[src/rtl/hazard_if.sv]
// =============================================================================
// hazard_if : pipeline hazard-control bundle between datapath and controller
// Rev 1.0
// =============================================================================
`default_nettype none

interface hazard_if;
  logic [4:0] RsD, RtD, RsE, RtE;
  logic [4:0] WriteRegE, WriteRegM, WriteRegW;
  logic       RegWriteE, RegWriteM, RegWriteW;
  logic       MemtoRegE, MemtoRegM;
  logic       BranchD, PCSrcD;
  logic       MdStartE, MdIsDivE;
  logic       StallF, StallD, FlushD, StallE, FlushE, FlushM;
  logic [1:0] ForwardAE, ForwardBE;
  logic       ForwardAD, ForwardBD;
  logic       MdBusy, MdDone;

  modport slave (
    input  RsD, RtD, RsE, RtE, WriteRegE, WriteRegM, WriteRegW,
           RegWriteE, RegWriteM, RegWriteW, MemtoRegE, MemtoRegM,
           BranchD, PCSrcD, MdStartE, MdIsDivE,
    output StallF, StallD, FlushD, StallE, FlushE, FlushM,
           ForwardAE, ForwardBE, ForwardAD, ForwardBD, MdBusy, MdDone
  );

  modport master (
    output RsD, RtD, RsE, RtE, WriteRegE, WriteRegM, WriteRegW,
           RegWriteE, RegWriteM, RegWriteW, MemtoRegE, MemtoRegM,
           BranchD, PCSrcD, MdStartE, MdIsDivE,
    input  StallF, StallD, FlushD, StallE, FlushE, FlushM,
           ForwardAE, ForwardBE, ForwardAD, ForwardBD, MdBusy, MdDone
  );
endinterface

`default_nettype wire

[src/rtl/hazard_controller.sv]
// =============================================================================
// hazard_controller : stall/flush/forward control and MUL/DIV sequencing
// Rev 1.0
// =============================================================================
`default_nettype none

module hazard_controller #(
  parameter int MUL_CYCLES = 4,
  parameter int DIV_CYCLES = 32,
  parameter int CNT_WIDTH  = 6
) (
  input  logic     clk,
  input  logic     rst_n,
  hazard_if.slave  hz
);

  typedef enum logic [1:0] {
    S_IDLE = 2'd0,
    S_BUSY = 2'd1,
    S_DONE = 2'd2
  } state_t;

  localparam logic [CNT_WIDTH-1:0] C_MUL_LOAD = CNT_WIDTH'(MUL_CYCLES - 1);
  localparam logic [CNT_WIDTH-1:0] C_DIV_LOAD = CNT_WIDTH'(DIV_CYCLES - 1);
  localparam logic [CNT_WIDTH-1:0] C_CNT_ONE  = CNT_WIDTH'(1);

  state_t               r_state;
  logic [CNT_WIDTH-1:0] r_cnt;

  // Register $0 is hardwired to zero, so it can never create a dependency.
  function automatic logic reg_match(input logic [4:0] a, input logic [4:0] b);
    return (a != 5'd0) && (a == b);
  endfunction

  logic       w_lwstall, w_brstall, w_mdstall, w_stall_fd;
  logic [1:0] w_fwd_ae, w_fwd_be;
  logic       w_fwd_ad, w_fwd_bd;

  always_comb begin
    w_fwd_ae = 2'b00;
    if (hz.RegWriteM && reg_match(hz.WriteRegM, hz.RsE))
      w_fwd_ae = 2'b10;
    else if (hz.RegWriteW && reg_match(hz.WriteRegW, hz.RsE))
      w_fwd_ae = 2'b01;

    w_fwd_be = 2'b00;
    if (hz.RegWriteM && reg_match(hz.WriteRegM, hz.RtE))
      w_fwd_be = 2'b10;
    else if (hz.RegWriteW && reg_match(hz.WriteRegW, hz.RtE))
      w_fwd_be = 2'b01;
  end

  assign w_fwd_ad = hz.RegWriteM && reg_match(hz.WriteRegM, hz.RsD);
  assign w_fwd_bd = hz.RegWriteM && reg_match(hz.WriteRegM, hz.RtD);

  assign w_lwstall = hz.MemtoRegE &&
                     (reg_match(hz.RtE, hz.RsD) || reg_match(hz.RtE, hz.RtD));

  assign w_brstall = hz.BranchD && (
                       (hz.RegWriteE && (reg_match(hz.WriteRegE, hz.RsD) ||
                                         reg_match(hz.WriteRegE, hz.RtD))) ||
                       (hz.MemtoRegM && (reg_match(hz.WriteRegM, hz.RsD) ||
                                         reg_match(hz.WriteRegM, hz.RtD))));

  // DONE deliberately drops the stall: the finished instruction leaves E now.
  assign w_mdstall = ((r_state == S_IDLE) && hz.MdStartE) || (r_state == S_BUSY);

  assign w_stall_fd = w_lwstall || w_brstall || w_mdstall;

  // Every output is held low while reset is asserted, independent of inputs.
  assign hz.StallF    = rst_n && w_stall_fd;
  assign hz.StallD    = rst_n && w_stall_fd;
  assign hz.FlushD    = rst_n && hz.PCSrcD && !w_stall_fd;
  assign hz.StallE    = rst_n && w_mdstall;
  assign hz.FlushM    = rst_n && w_mdstall;
  assign hz.FlushE    = rst_n && (w_lwstall || w_brstall) && !w_mdstall;
  assign hz.ForwardAE = rst_n ? w_fwd_ae : 2'b00;
  assign hz.ForwardBE = rst_n ? w_fwd_be : 2'b00;
  assign hz.ForwardAD = rst_n && w_fwd_ad;
  assign hz.ForwardBD = rst_n && w_fwd_bd;
  assign hz.MdBusy    = rst_n && (r_state == S_BUSY);
  assign hz.MdDone    = rst_n && (r_state == S_DONE);

  always_ff @(posedge clk or negedge rst_n) begin
    if (!rst_n) begin
      r_state <= S_IDLE;
      r_cnt   <= '0;
    end else begin
      case (r_state)
        S_IDLE: begin
          if (hz.MdStartE) begin
            r_cnt   <= hz.MdIsDivE ? C_DIV_LOAD : C_MUL_LOAD;
            r_state <= S_BUSY;
          end
        end
        S_BUSY: begin
          if (r_cnt == C_CNT_ONE)
            r_state <= S_DONE;
          else
            r_cnt <= r_cnt - C_CNT_ONE;
        end
        S_DONE:  r_state <= S_IDLE;
        default: r_state <= S_IDLE;
      endcase
    end
  end

endmodule

`default_nettype wire

[src/flat_wrapper.sv]
// flat-port wrapper written by rule: the top's interface ports become plain ports
module hazard_controller_flat 
#(
  parameter int MUL_CYCLES = 4,
  parameter int DIV_CYCLES = 32,
  parameter int CNT_WIDTH  = 6
)
  (clk, rst_n, hz_RsD, hz_RtD, hz_RsE, hz_RtE, hz_WriteRegE, hz_WriteRegM, hz_WriteRegW, hz_RegWriteE, hz_RegWriteM, hz_RegWriteW, hz_MemtoRegE, hz_MemtoRegM, hz_BranchD, hz_PCSrcD, hz_MdStartE, hz_MdIsDivE, hz_StallF, hz_StallD, hz_FlushD, hz_StallE, hz_FlushE, hz_FlushM, hz_ForwardAE, hz_ForwardBE, hz_ForwardAD, hz_ForwardBD, hz_MdBusy, hz_MdDone);
  hazard_if hz_i ();
  input  logic clk;
  input  logic rst_n;
  input wire logic [$bits(hz_i.RsD)-1:0] hz_RsD;
  input wire logic [$bits(hz_i.RtD)-1:0] hz_RtD;
  input wire logic [$bits(hz_i.RsE)-1:0] hz_RsE;
  input wire logic [$bits(hz_i.RtE)-1:0] hz_RtE;
  input wire logic [$bits(hz_i.WriteRegE)-1:0] hz_WriteRegE;
  input wire logic [$bits(hz_i.WriteRegM)-1:0] hz_WriteRegM;
  input wire logic [$bits(hz_i.WriteRegW)-1:0] hz_WriteRegW;
  input wire logic [$bits(hz_i.RegWriteE)-1:0] hz_RegWriteE;
  input wire logic [$bits(hz_i.RegWriteM)-1:0] hz_RegWriteM;
  input wire logic [$bits(hz_i.RegWriteW)-1:0] hz_RegWriteW;
  input wire logic [$bits(hz_i.MemtoRegE)-1:0] hz_MemtoRegE;
  input wire logic [$bits(hz_i.MemtoRegM)-1:0] hz_MemtoRegM;
  input wire logic [$bits(hz_i.BranchD)-1:0] hz_BranchD;
  input wire logic [$bits(hz_i.PCSrcD)-1:0] hz_PCSrcD;
  input wire logic [$bits(hz_i.MdStartE)-1:0] hz_MdStartE;
  input wire logic [$bits(hz_i.MdIsDivE)-1:0] hz_MdIsDivE;
  output wire logic [$bits(hz_i.StallF)-1:0] hz_StallF;
  output wire logic [$bits(hz_i.StallD)-1:0] hz_StallD;
  output wire logic [$bits(hz_i.FlushD)-1:0] hz_FlushD;
  output wire logic [$bits(hz_i.StallE)-1:0] hz_StallE;
  output wire logic [$bits(hz_i.FlushE)-1:0] hz_FlushE;
  output wire logic [$bits(hz_i.FlushM)-1:0] hz_FlushM;
  output wire logic [$bits(hz_i.ForwardAE)-1:0] hz_ForwardAE;
  output wire logic [$bits(hz_i.ForwardBE)-1:0] hz_ForwardBE;
  output wire logic [$bits(hz_i.ForwardAD)-1:0] hz_ForwardAD;
  output wire logic [$bits(hz_i.ForwardBD)-1:0] hz_ForwardBD;
  output wire logic [$bits(hz_i.MdBusy)-1:0] hz_MdBusy;
  output wire logic [$bits(hz_i.MdDone)-1:0] hz_MdDone;
  assign hz_i.RsD = hz_RsD;
  assign hz_i.RtD = hz_RtD;
  assign hz_i.RsE = hz_RsE;
  assign hz_i.RtE = hz_RtE;
  assign hz_i.WriteRegE = hz_WriteRegE;
  assign hz_i.WriteRegM = hz_WriteRegM;
  assign hz_i.WriteRegW = hz_WriteRegW;
  assign hz_i.RegWriteE = hz_RegWriteE;
  assign hz_i.RegWriteM = hz_RegWriteM;
  assign hz_i.RegWriteW = hz_RegWriteW;
  assign hz_i.MemtoRegE = hz_MemtoRegE;
  assign hz_i.MemtoRegM = hz_MemtoRegM;
  assign hz_i.BranchD = hz_BranchD;
  assign hz_i.PCSrcD = hz_PCSrcD;
  assign hz_i.MdStartE = hz_MdStartE;
  assign hz_i.MdIsDivE = hz_MdIsDivE;
  assign hz_StallF = hz_i.StallF;
  assign hz_StallD = hz_i.StallD;
  assign hz_FlushD = hz_i.FlushD;
  assign hz_StallE = hz_i.StallE;
  assign hz_FlushE = hz_i.FlushE;
  assign hz_FlushM = hz_i.FlushM;
  assign hz_ForwardAE = hz_i.ForwardAE;
  assign hz_ForwardBE = hz_i.ForwardBE;
  assign hz_ForwardAD = hz_i.ForwardAD;
  assign hz_ForwardBD = hz_i.ForwardBD;
  assign hz_MdBusy = hz_i.MdBusy;
  assign hz_MdDone = hz_i.MdDone;
  hazard_controller #(.MUL_CYCLES(MUL_CYCLES), .DIV_CYCLES(DIV_CYCLES), .CNT_WIDTH(CNT_WIDTH)) u_core (.clk(clk), .rst_n(rst_n), .hz(hz_i));
endmodule
[config.mk]
export PLATFORM = sky130hd
export DESIGN_NAME = hazard_controller_flat
export DESIGN_NICKNAME = d
export VERILOG_FILES = /design/src/rtl/hazard_if.sv /design/src/rtl/hazard_controller.sv /design/src/flat_wrapper.sv
export SDC_FILE = /design/constraint.sdc
export NUM_CORES = 1
export LEC_CHECK = 0
export ABC_CLOCK_PERIOD_IN_PS = 3300
export CAP_MARGIN = 5
export CORE_UTILIZATION = 30
export DETAILED_ROUTE_END_ITERATION = 8
export GPL_ROUTABILITY_DRIVEN = 0
export SYNTH_ARGS = -nofsm -noshare
export SYNTH_HDL_FRONTEND = slang
export SYNTH_SLANG_ARGS = --single-unit
[constraint.sdc]
create_clock -name clk -period 3.3 [get_ports clk]
set_clock_uncertainty 0.2 [all_clocks]
set_input_delay 0.66 -clock clk [delete_from_list [all_inputs] [get_ports clk]]
set_output_delay 0.66 -clock clk [all_outputs]
set_load 0.1 [all_outputs]
# Word-level counts from Yosys, hierarchy flattened
# Cells that the tools add are included.
[word_totals]
inputBits = 46
word_cells = 80
regBits = 8
[op_classes]
eq_ne = 16
n_mux = 13
n_reduce_logical = 48
addsub = 1
[ops]
columns = ["cell", "count"]
rows = [
  ["$eq 5x5->1", 10],
  ["$logic_and 1x1->1", 31],
  ["$reduce_bool 5->1", 4],
  ["$mux 2", 6],
  ["$mux 6", 2],
  ["$pmux 6 s2", 1],
  ["$logic_or 1x1->1", 7],
  ["$eq 6x1->1 const B", 1],
  ["$ne 2x2->1 const B", 3],
  ["$sub 6x1->6 const B", 1],
  ["$mux 5", 1],
  ["$pmux 2 s2", 1],
  ["$reduce_and 3->1", 1],
  ["$eq 2x1->1 const B", 1],
  ["$eq 2x2->1 const B", 1],
  ["$logic_not 1->1", 2],
  ["$logic_not 2->1", 1],
  ["$mux 1", 2],
  ["$reduce_and 2->1", 1],
  ["$reduce_bool 2->1", 1],
]

# Depth between registers and ports, before layout
# Gate-level depths: netlist (run 1).
[logic_depth]
word_depth = 10
mapped_depth = 7

# Worst setup path before layout (run 1)
# OpenSTA, ideal clock, no wires.
[synth_timing]
path_type = "input to output"
from = "in hz_RtE[4]"
to = "out hz_ForwardBE[0]"
cell_stages = 4
n_path_buf = 1
arrival_time_ns = 4.288
path_slack_ns = -1.848
cell_sequence = "clkbuf_1 > xor2_1 > or4_1 > nor4_1"
[synth_between]
elab_chain_cells = 6
word_cells_on_any_way = 9
[synth_rtl]
columns = ["item", "line_no", "source"]
rows = [
  ["start: declaration", "flat_wrapper.sv:15", "input wire logic [$bits(hz_i.RtE)-1:0] hz_RtE;"],
  ["$eq 5x5->1", "hazard_controller.sv:32", "return (a != 5'd0) && (a == b);"],
  ["$logic_and 1x1->1", "hazard_controller.sv:32", ""],
  ["$logic_and 1x1->1", "hazard_controller.sv:49", "else if (hz.RegWriteW && reg_match(hz.WriteRegW, hz.RtE))"],
  ["$mux 1", "hazard_controller.sv:49", ""],
  ["$mux 2 (*)", "hazard_controller.sv:47", "if (hz.RegWriteM && reg_match(hz.WriteRegM, hz.RtE))"],
  ["$mux 2 (*)", "hazard_controller.sv:78", "assign hz.ForwardBE = rst_n ? w_fwd_be : 2'b00;"],
  ["end: declaration", "flat_wrapper.sv:35", "output wire logic [$bits(hz_i.ForwardBE)-1:0] hz_ForwardBE;"],
]
# Mark *: on every way between the ends. The rest lies on a longest branch, timed or not.

# Final worst setup path (run 1)
[layout_timing]
from = "in hz_WriteRegW[1]"
to = "out hz_ForwardBE[0]"
[layout_between]
elab_chain_cells = 6
word_cells_on_any_way = 7
[layout_rtl]
columns = ["item", "line_no", "source"]
rows = [
  ["start: declaration", "flat_wrapper.sv:18", "input wire logic [$bits(hz_i.WriteRegW)-1:0] hz_WriteRegW;"],
  ["$eq 5x5->1 or $reduce_bool 5->1 (tied branches)", "hazard_controller.sv:32", ""],
  ["$logic_and 1x1->1 (*)", "hazard_controller.sv:32", ""],
  ["$logic_and 1x1->1 (*)", "hazard_controller.sv:49", ""],
  ["$mux 1 (*)", "hazard_controller.sv:49", ""],
  ["$mux 2 (*)", "hazard_controller.sv:47", ""],
  ["$mux 2 (*)", "hazard_controller.sv:78", ""],
]
# Marked as above.

==> run metrics, run 1 <==
clock share of power=12.9%; starting density of the core=32.1%; ANT cells=0; net switching power=452 uW; CTS clk-pin slew, worst paths=0.04 ns; post-synthesis instance total=154; critical path class=input pin to output port; sw frac=47.9%; vias in the first global route=1501; fraction of registers with async set/reset=100%; Pint=491 uW; Ys Warns=0; Buf+Inv Stages, Crit Path=2; Hold Path Class=register to register; crit share post-route=99.0%; row cnt=22; Worst EP required=2.44 ns; CORE AREA=0.00377 mm^2; Routed WL per cell=15.9 um; leakage power=0.00105 uW; sequential share of the synthesized area=16.6%; hold buffer count at cts=0; Seq pwr share=20.4%; CTS tree=done; slowest CP cell=clkdlybuf4s50_1; TritonRoute pass-1 iters=4; Multi-input gate area=0.00112 mm^2; post-DR vias/cell=5.03; antenna-violating nets left=0; Least-Margin Pin Slew=0.454 ns; initial antenna violation count=0; max-slew headroom at the worst pin=69.7%; DRC Markers=0; Iter 0 DRT Violations=36; Worst Path Max Fanout=2; GR Overflow Total=0; clk sinks=8; all-layer global routing usage=21.7%; syn_area_per_cell=7.85 um^2; IO Pins=60; CTS Buf Count=3; delay-heaviest family, CP=simple AND/OR/NAND/NOR gates; post-synthesis cell type count=38; pin count of the biggest net entering global routing=16; max-slew violation count=0; Power Dens Cells=389 mW/mm^2; CP Cell Sequence=clkdlybuf4s50_1, or4_1, o211ai_1, or4_4, nor4_4, buf_12; #FFs+latches synth=8; Hold Fails Final Rpt=0; design area=0.00242 mm^2; fillers=322; minimum clock period=3.27 ns; critical path's largest stage delay=0.51 ns; area grow syn2layout=101%; die area=0.00429 mm^2; Die Y=65.5 um; share of post-route cells with drive strength above 1=32.1%; IO Port Bufs=59; Worst IR Drop VDD=0.000363 V; total number of vias=1419; fmax=0.306 GHz; WL final=4490 um; CTS root buffer=clkbuf_8; EDFF count, synth=0; Placed Area=0.00226 mm^2; status=finished, final reports clean; Pwr Total=943 uW; Main synth FF type=dfrtp_1; CP Launch Type=input pin; global-route wire length before repair=7150 um; sequential cell area=200 um^2; final setup vio count=0; syn_nets=202; mapped cell area=0.00121 mm^2; WP data arrival=2.41 ns; crit end category=output port; Skew-Pair Late Insertion Delay=0.23 ns; fin nets=284; H-tree lvl count=1; Gate power share=66.7%; Max clock buf depth=2; Max-Cap Viols=0; Detailed Place HPWL=3510 um; die extent in x=65.5 um
==> through the flow <==
step | std cells | hold slack [ns] | worst slack, ns | setup TNS [ns] | util (%)
floorplan | 154 | 0.164 | -0.0829 | -0.144 | -
global placement | 278 | 0.316 | -0.0420 | -0.164 | 59.9
detailed placement | 278 | 0.338 | -0.0656 | -0.196 | 59.9
CTS | 281 | 0.343 | 0.00138 | 0 | 61.4
global route | 282 | 0.378 | -0.0115 | -0.0123 | 64.3
finish | 282 | 0.363 | 0.0341 | 0 | 64.3
==> cells in the mapped netlist (2+ instances only) <==
| cell | number | share of area (%) |
|---|---|---|
| a21oi_1 | 5 | 2.1 |
| dfrtp_1 | 8 | 17 |
| and2_1 | 3 | 1.6 |
| clkbuf_1 | 10 | 3.1 |
| nand3_1 | 11 | 4.6 |
| nor3_1 | 7 | 2.9 |
| nand2b_1 | 2 | 1.0 |
| inv_1 | 2 | 0.62 |
| xor2_1 | 22 | 16 |
| nor3b_1 | 2 | 1.2 |
| xnor2_1 | 29 | 21 |
| o21ai_0 | 3 | 1.2 |
| nor2_1 | 6 | 1.9 |
| or4_1 | 5 | 3.1 |
| o2111ai_1 | 2 | 1.4 |
| and3_1 | 2 | 1.0 |
| nand2_1 | 8 | 2.5 |
| nor4_1 | 4 | 2.1 |
| buf_4 | 2 | 1.2 |
| ha_1 | 2 | 2.1 |
| a22o_1 | 2 | 1.4 |
==> cell families (layout without fill, tap and decap cells) <==
| kind of cell | count (synthesis) | count (layout) | synth area share, % |
|---|---|---|---|
| AND/OR/NAND/NOR | 56 | 56 | 26.3 |
| XOR/XNOR | 51 | 51 | 37.0 |
| AO/OA/AOI/OAI | 20 | 20 | 11.6 |
| flip-flops | 8 | 8 | 16.6 |
| buffers and inverters | 17 | 97 | 6.52 |
| adder cells (fa/ha/maj) | 2 | 2 | 2.07 |
==> per-layer routing <==
metal  wire [um]  global-route usage [%]
met1        1970                    27.5
met2        2210                    38.1
met3         233                    2.08
met4          79                    7.07
met5           0                       0
==> state kept, by name, indices dropped and copies added (netlist names) <==
signal	cells
u_core.r_state	2
u_core.r_cnt	6
==> power by group through the flow <==
stage	Combinational [uW]	Sequential, uW	Clock [uW]
CTS	618	190	125
detailed placement	615	192	0
global placement	602	188	0
finish	628	193	122
floorplan	426	181	0
global route	685	198	128
==> layout by cell type, fill, tap and decap left out, types with 2 or more instances in the layout <==
master / count
a21oi_1: 5
a22o_1: 2
and2_1: 3
and3_1: 2
buf_12: 14
buf_4: 27
buf_6: 4
clkbuf_8: 3
clkdlybuf4s50_1: 18
dfrtp_1: 8
dlygate4sd2_1: 16
dlymetal6s2s_1: 11
ha_1: 2
inv_1: 2
nand2_1: 7
nand2b_1: 2
nand3_1: 10
nor2_1: 5
nor3_1: 3
nor3_2: 4
nor4_2: 2
nor4_4: 2
o2111ai_2: 2
o21ai_0: 3
or4_1: 2
or4_4: 3
xnor2_1: 26
xnor2_2: 2
xor2_1: 22
==> final timing paths <==
kind                       cells after the start            start         endpoint  slack, ns
setup / recovery                               6  hz_WriteRegW[1]  hz_ForwardBE[0]       0.03
hold / removal                                 1  u_core.r_cnt[0]  u_core.r_cnt[0]       0.36
setup reg to reg                               5  u_core.r_cnt[2]  u_core.r_cnt[4]       1.34
hold reg to reg                                1  u_core.r_cnt[0]  u_core.r_cnt[0]       0.36
max in group asynchronous                      2            rst_n  u_core.r_cnt[2]       2.11
min in group asynchronous                      2            rst_n  u_core.r_cnt[5]       0.63
==> what timing repair did <==
action	4_1_cts	5_1_grt
pin swaps	7	11
gates cloned	0	0
buffers inserted	0	1
endpoints found under the setup margin	5	7
resized for setup	22	24
==> layout make-up <==
class	count	share of cell area [%]
sequential	8	8.26
timing repair buffer	90	40.7
inverter	4	0.619
multi-input combinational	129	46.3
clock buffer	3	1.70
tap	48	2.48
Note: power is estimated with default switching activity, not from simulation.
==> run 2: changes to the inputs <==
- TNS_END_PERCENT: unset -> 10
==> run 2 against run 1 <==
Effect of this change:
- global-route usage grew 0.99 points
- final cell count grew 1.1%
- worst setup slack lost 0.029 ns
- sequential share of layout area grew 0.25 points
- die area is the same
- largest power group unchanged
- non-clock buffer count grew 3
- clock-buffer cell count is the same
==> run metrics, run 2 (synthesis gave the netlist of run 1 again) <==
Worst IR Drop VDD=0.000368 V; CP Launch Point=hz_WriteRegE[3]; register with the highest flop count=u_core.r_cnt; Skew-Pair Late Insertion Delay=0.23 ns; final setup vio count=0; post-DR vias/cell=5.03; IO Pins=60; CTS Buf Count=3; Iter 0 DRT Violations=64; Placed Area=0.00224 mm^2; GR Overflow Total=0; IO Port Bufs=59; hold buffer count at cts=0; slowest CP cell=or4_1; CTS clk-pin slew, worst paths=0.04 ns; critical path class=input pin to output port; starting density of the core=32.1%; Largest register FFs=6; status=finished, final reports clean; Worst EP required=2.44 ns; Routed WL per cell=16.0 um; max-slew headroom at the worst pin=67.5%; clk sinks=8; TritonRoute pass-1 iters=4; crit end category=output port; area grow syn2layout=94.6%; min-delay src=u_core.r_cnt[0]; design area=0.00235 mm^2; Max clock buf depth=2; antenna-violating nets left=0; Reg2Reg Setup Slack=1.32 ns; total number of vias=1434; CTS root buffer=clkbuf_8; WL final=4570 um; share of post-route cells with drive strength above 1=30.4%; Least-Margin Pin Slew=0.487 ns; Power Dens Cells=395 mW/mm^2; most frequent cells in the layout=buf_4, xnor2_1, clkdlybuf4s50_1; fin nets=287; global-route wire length before repair=7450 um; commonest non-fill, non-tap cell in the layout=buf_4; RSZ-0062 raised after global routing=true; Worst Path Max Fanout=3; Die Y=65.5 um; leakage power=0.000980 uW; minimum clock period=3.30 ns; die area=0.00429 mm^2; row cnt=22; biggest regs=u_core.r_cnt x6, u_core.r_state x2; crit share post-route=99.9%; H-tree lvl count=1; CTS tree=done; Hold Fails Final Rpt=0; Detailed Place HPWL=3690 um; CORE AREA=0.00377 mm^2; pin count of the biggest net entering global routing=16; critical path's largest stage delay=0.56 ns; WP data arrival=2.44 ns; Hold Path Class=register to register; Max-Cap Viols=0; vias in the first global route=1596; ANT cells=0; CP Launch Type=input pin; die extent in x=65.5 um; DRC Markers=0; setup TNS=0 ns; CP Cell Sequence=clkdlybuf4s50_1, or4_1, o2111ai_2, buf_4, and4b_1, buf_12; all-layer global routing usage=22.7%; Non-Filler Instances=285; fmax=0.303 GHz; R2R Path Start=u_core.r_cnt[2]; max-slew violation count=0; Cells after DPL=281; initial antenna violation count=0
-- run 2: cell types whose count changed in the layout (fill, tap and decap cells not counted), moves of 2 or more --
cell and change:
clkdlybuf4s50_1 +5, dlygate4sd2_1 +2, buf_4 +7, xnor2_1 +2, dlymetal6s2s_1 -7, buf_6 -4
-- run 2: stage by stage --
| stage | setup slack, ns | util [%] | total power [uW] | hold slack, ns |
|---|---|---|---|---|
| after floorplan | -0.466 | - | 591 | 0.164 |
| final | 0.00471 | 62.4 | 930 | 0.323 |
| after global routing | -0.0262 | 62.4 | 990 | 0.351 |
| after detailed placement | -0.171 | 59.4 | 805 | 0.317 |
| after global placement | -0.165 | 59.4 | 778 | 0.308 |
| after CTS | -0.000813 | 61.0 | 928 | 0.322 |
-- run 2: critical path: cells and delay by family --
family,cells,cell delay (ns)
simple gates,2,0.80
buf+inv,3,0.78
compound gates,1,0.19
-- run 2: metal layers --
layer | global-route usage (%) | part of all wire [%] | vias up
met5 | 0 | 0 | -
met4 | 7.61 | 2.3 | 0
met3 | 1.56 | 4.9 | 10
met2 | 43.7 | 54 | 43
met1 | 25.9 | 39 | 681
li1 | - | - | 700
-- run 2: path summary, 6_finish.rpt --
path                                endpoint  cells past startpoint
max                                hz_FlushD                      6
min                          u_core.r_cnt[0]                      1
max reg2reg                  u_core.r_cnt[4]                      5
min reg2reg                  u_core.r_cnt[0]                      1
max in group asynchronous  u_core.r_state[1]                      2
min in group asynchronous    u_core.r_cnt[1]                      2
-- run 2: layout make-up --
cell class / count / area, um^2
inverter: 4 / 15.0
clock buffer: 3 / 41.3
timing repair buffer: 93 / 973
tap: 48 / 60.1
multi-input combinational: 129 / 1060
fill: 332 / 1420
sequential: 8 / 200
-- run 2: where the power goes --
group	switching [uW]	internal, uW	total, uW	leakage (uW)
sequential	50.5	141	192	0.0000966
combinational	354	263	617	0.000861
clock	42.0	79.3	121	0.0000216
total	446	484	930	0.000980
-- run 2: timing repair --
action	CTS	global route
gates cloned	0	0
setup endpoints to repair	7	7
gates resized for setup	26	10
pin swaps	6	7
setup buffers	0	1
==> run 3: changes to the inputs <==
- CORE_MARGIN: unset -> 2
==> run 3 against run 2 <==
Effect of this change:
- clock-buffer cell count unchanged
- core utilization down 3.1 points
- die area up 6.2%
- critical path depth down 1
- non-clock buffer count down 4
- clock power about the same
- critical endpoint unchanged
==> run metrics, run 3 (synthesis gave the netlist of run 1 again) <==
Worst EP required=2.44 ns; final core occ=59.3%; critical path's largest stage delay=0.58 ns; CTS Buf Count=3; H-tree lvl count=1; WP data arrival=2.41 ns; R2R Path Start=u_core.r_cnt[2]; all-layer global routing usage=19.6%; fin nets=283; fmax=0.306 GHz; post-DR vias/cell=5.02; global-route wire length before repair=6910 um; sequential cell area=200 um^2; CTS tree=done; biggest regs=u_core.r_cnt x6, u_core.r_state x2; critical path class=input pin to output port; area grow syn2layout=93.3%; Max-Cap Viols=0; Gate power share=66.6%; starting density of the core=30.7%; postcts setup bufs=0; CORE AREA=0.00394 mm^2; pin count of the biggest net entering global routing=16; total number of vias=1422; die area=0.00455 mm^2; Setup WS post-layout=0.0300 ns; share of post-route cells with drive strength above 1=28.3%; status=finished, final reports clean; antenna-violating nets left=0; vias in the first global route=1520; Worst Path Max Fanout=3; Placement Setup Slack=-0.135 ns; register with the highest flop count=u_core.r_cnt; hold buffer count at cts=0; DRC Markers=0; Die Y=67.5 um; CTS root buffer=clkbuf_8; initial antenna violation count=0; Skew-Pair Late Insertion Delay=0.23 ns; Multi-input gate area=0.00106 mm^2; Max clock buf depth=2; slowest CP cell=or4_1; Detailed Place HPWL=3490 um; Iter 0 DRT Violations=41; most frequent cells in the layout=xnor2_1, buf_4, clkdlybuf4s50_1; CP Cell Sequence=clkdlybuf4s50_1, or4_1, o2111ai_4, and4b_1, buf_12; leakage power=0.000972 uW; Least-Margin Pin Slew=0.466 ns; clock share of power=12.9%; Hold Path Class=register to register; max-slew headroom at the worst pin=68.8%; CTS clk-pin slew, worst paths=0.04 ns; minimum clock period=3.27 ns; Seq pwr share=20.5%; Hold Fails Final Rpt=0; TritonRoute pass-1 iters=4; CP Launch Type=input pin; WL final=4260 um; ANT cells=0; Power Dens Cells=396 mW/mm^2; crit end category=output port; sw frac=47.7%; Pint=483 uW; crit share post-route=99.1%; net switching power=441 uW; CP Launch Point=hz_WriteRegE[0]; final setup vio count=0; RSZ-0062 raised after global routing=true; GR Overflow Total=0; die extent in x=67.5 um; Routed WL per cell=15.0 um; IO Pins=60; min-delay src=u_core.r_cnt[0]; fillers=360; max-slew violation count=0; Worst IR Drop VDD=0.000339 V; clk sinks=8; row cnt=23; IO Port Bufs=59; Largest register FFs=6
-- run 3: power by group through the flow --
stage / combinational (uW) / clock (uW) / sequential [uW]
2_1_floorplan: 411 / 0 / 180
3_3_place_gp: 591 / 0 / 187
3_5_place_dp: 608 / 0 / 190
4_1_cts: 614 / 124 / 189
5_1_grt: 670 / 127 / 194
6_report: 615 / 120 / 189
-- run 3: final timing paths --
kind / end / cells past startpoint / slack, ns
max in group asynchronous: u_core.r_state[1] / 2 / 2.11
hold / removal: u_core.r_cnt[0] / 1 / 0.32
setup / recovery: hz_FlushD / 5 / 0.03
min in group asynchronous: u_core.r_cnt[5] / 2 / 0.62
hold reg to reg: u_core.r_cnt[0] / 1 / 0.32
setup reg to reg: u_core.r_cnt[4] / 5 / 1.32
-- run 3: final cells by class --
type / instances / share of cell area [%]
well taps: 50 / 2.68
inverters: 4 / 0.643
multi-input cells: 129 / 45.4
flip-flops and latches: 8 / 8.57
clock buffers: 3 / 1.77
repair buffers: 89 / 40.9
-- run 3: what timing repair did --
action                     4_1_cts  5_1_grt
resized for setup               26        9
pin swaps                        6        9
setup endpoints to repair        6        8
-- run 3: worst max-delay path, delay by kind of cell --
| family | cells | cell delay [ns] |
|---|---|---|
| compound gates | 1 | 0.27 |
| buf+inv | 2 | 0.61 |
| simple gates | 2 | 0.87 |
-- run 3: per-stage QoR --
step	hold slack (ns)	std cells	cell area [um^2]	setup TNS [ns]	power, uW
2_1_floorplan	0.164	154	1260	-1.27	591
3_3_place_gp	0.312	280	2220	-0.498	778
3_5_place_dp	0.321	280	2220	-0.572	798
4_1_cts	0.325	283	2300	0	927
5_1_grt	0.370	283	2340	-0.195	991
6_report	0.322	283	2340	0	924
-- run 3: per-layer routing --
layer  GRT usage [%]  vias up  part of all wire (%)
met5               0        -                     0
met4            5.36        0                   2.0
met3            2.83        9                   5.9
met2            35.9       48                    51
met1            23.6      672                    41
li1                -      693                     -
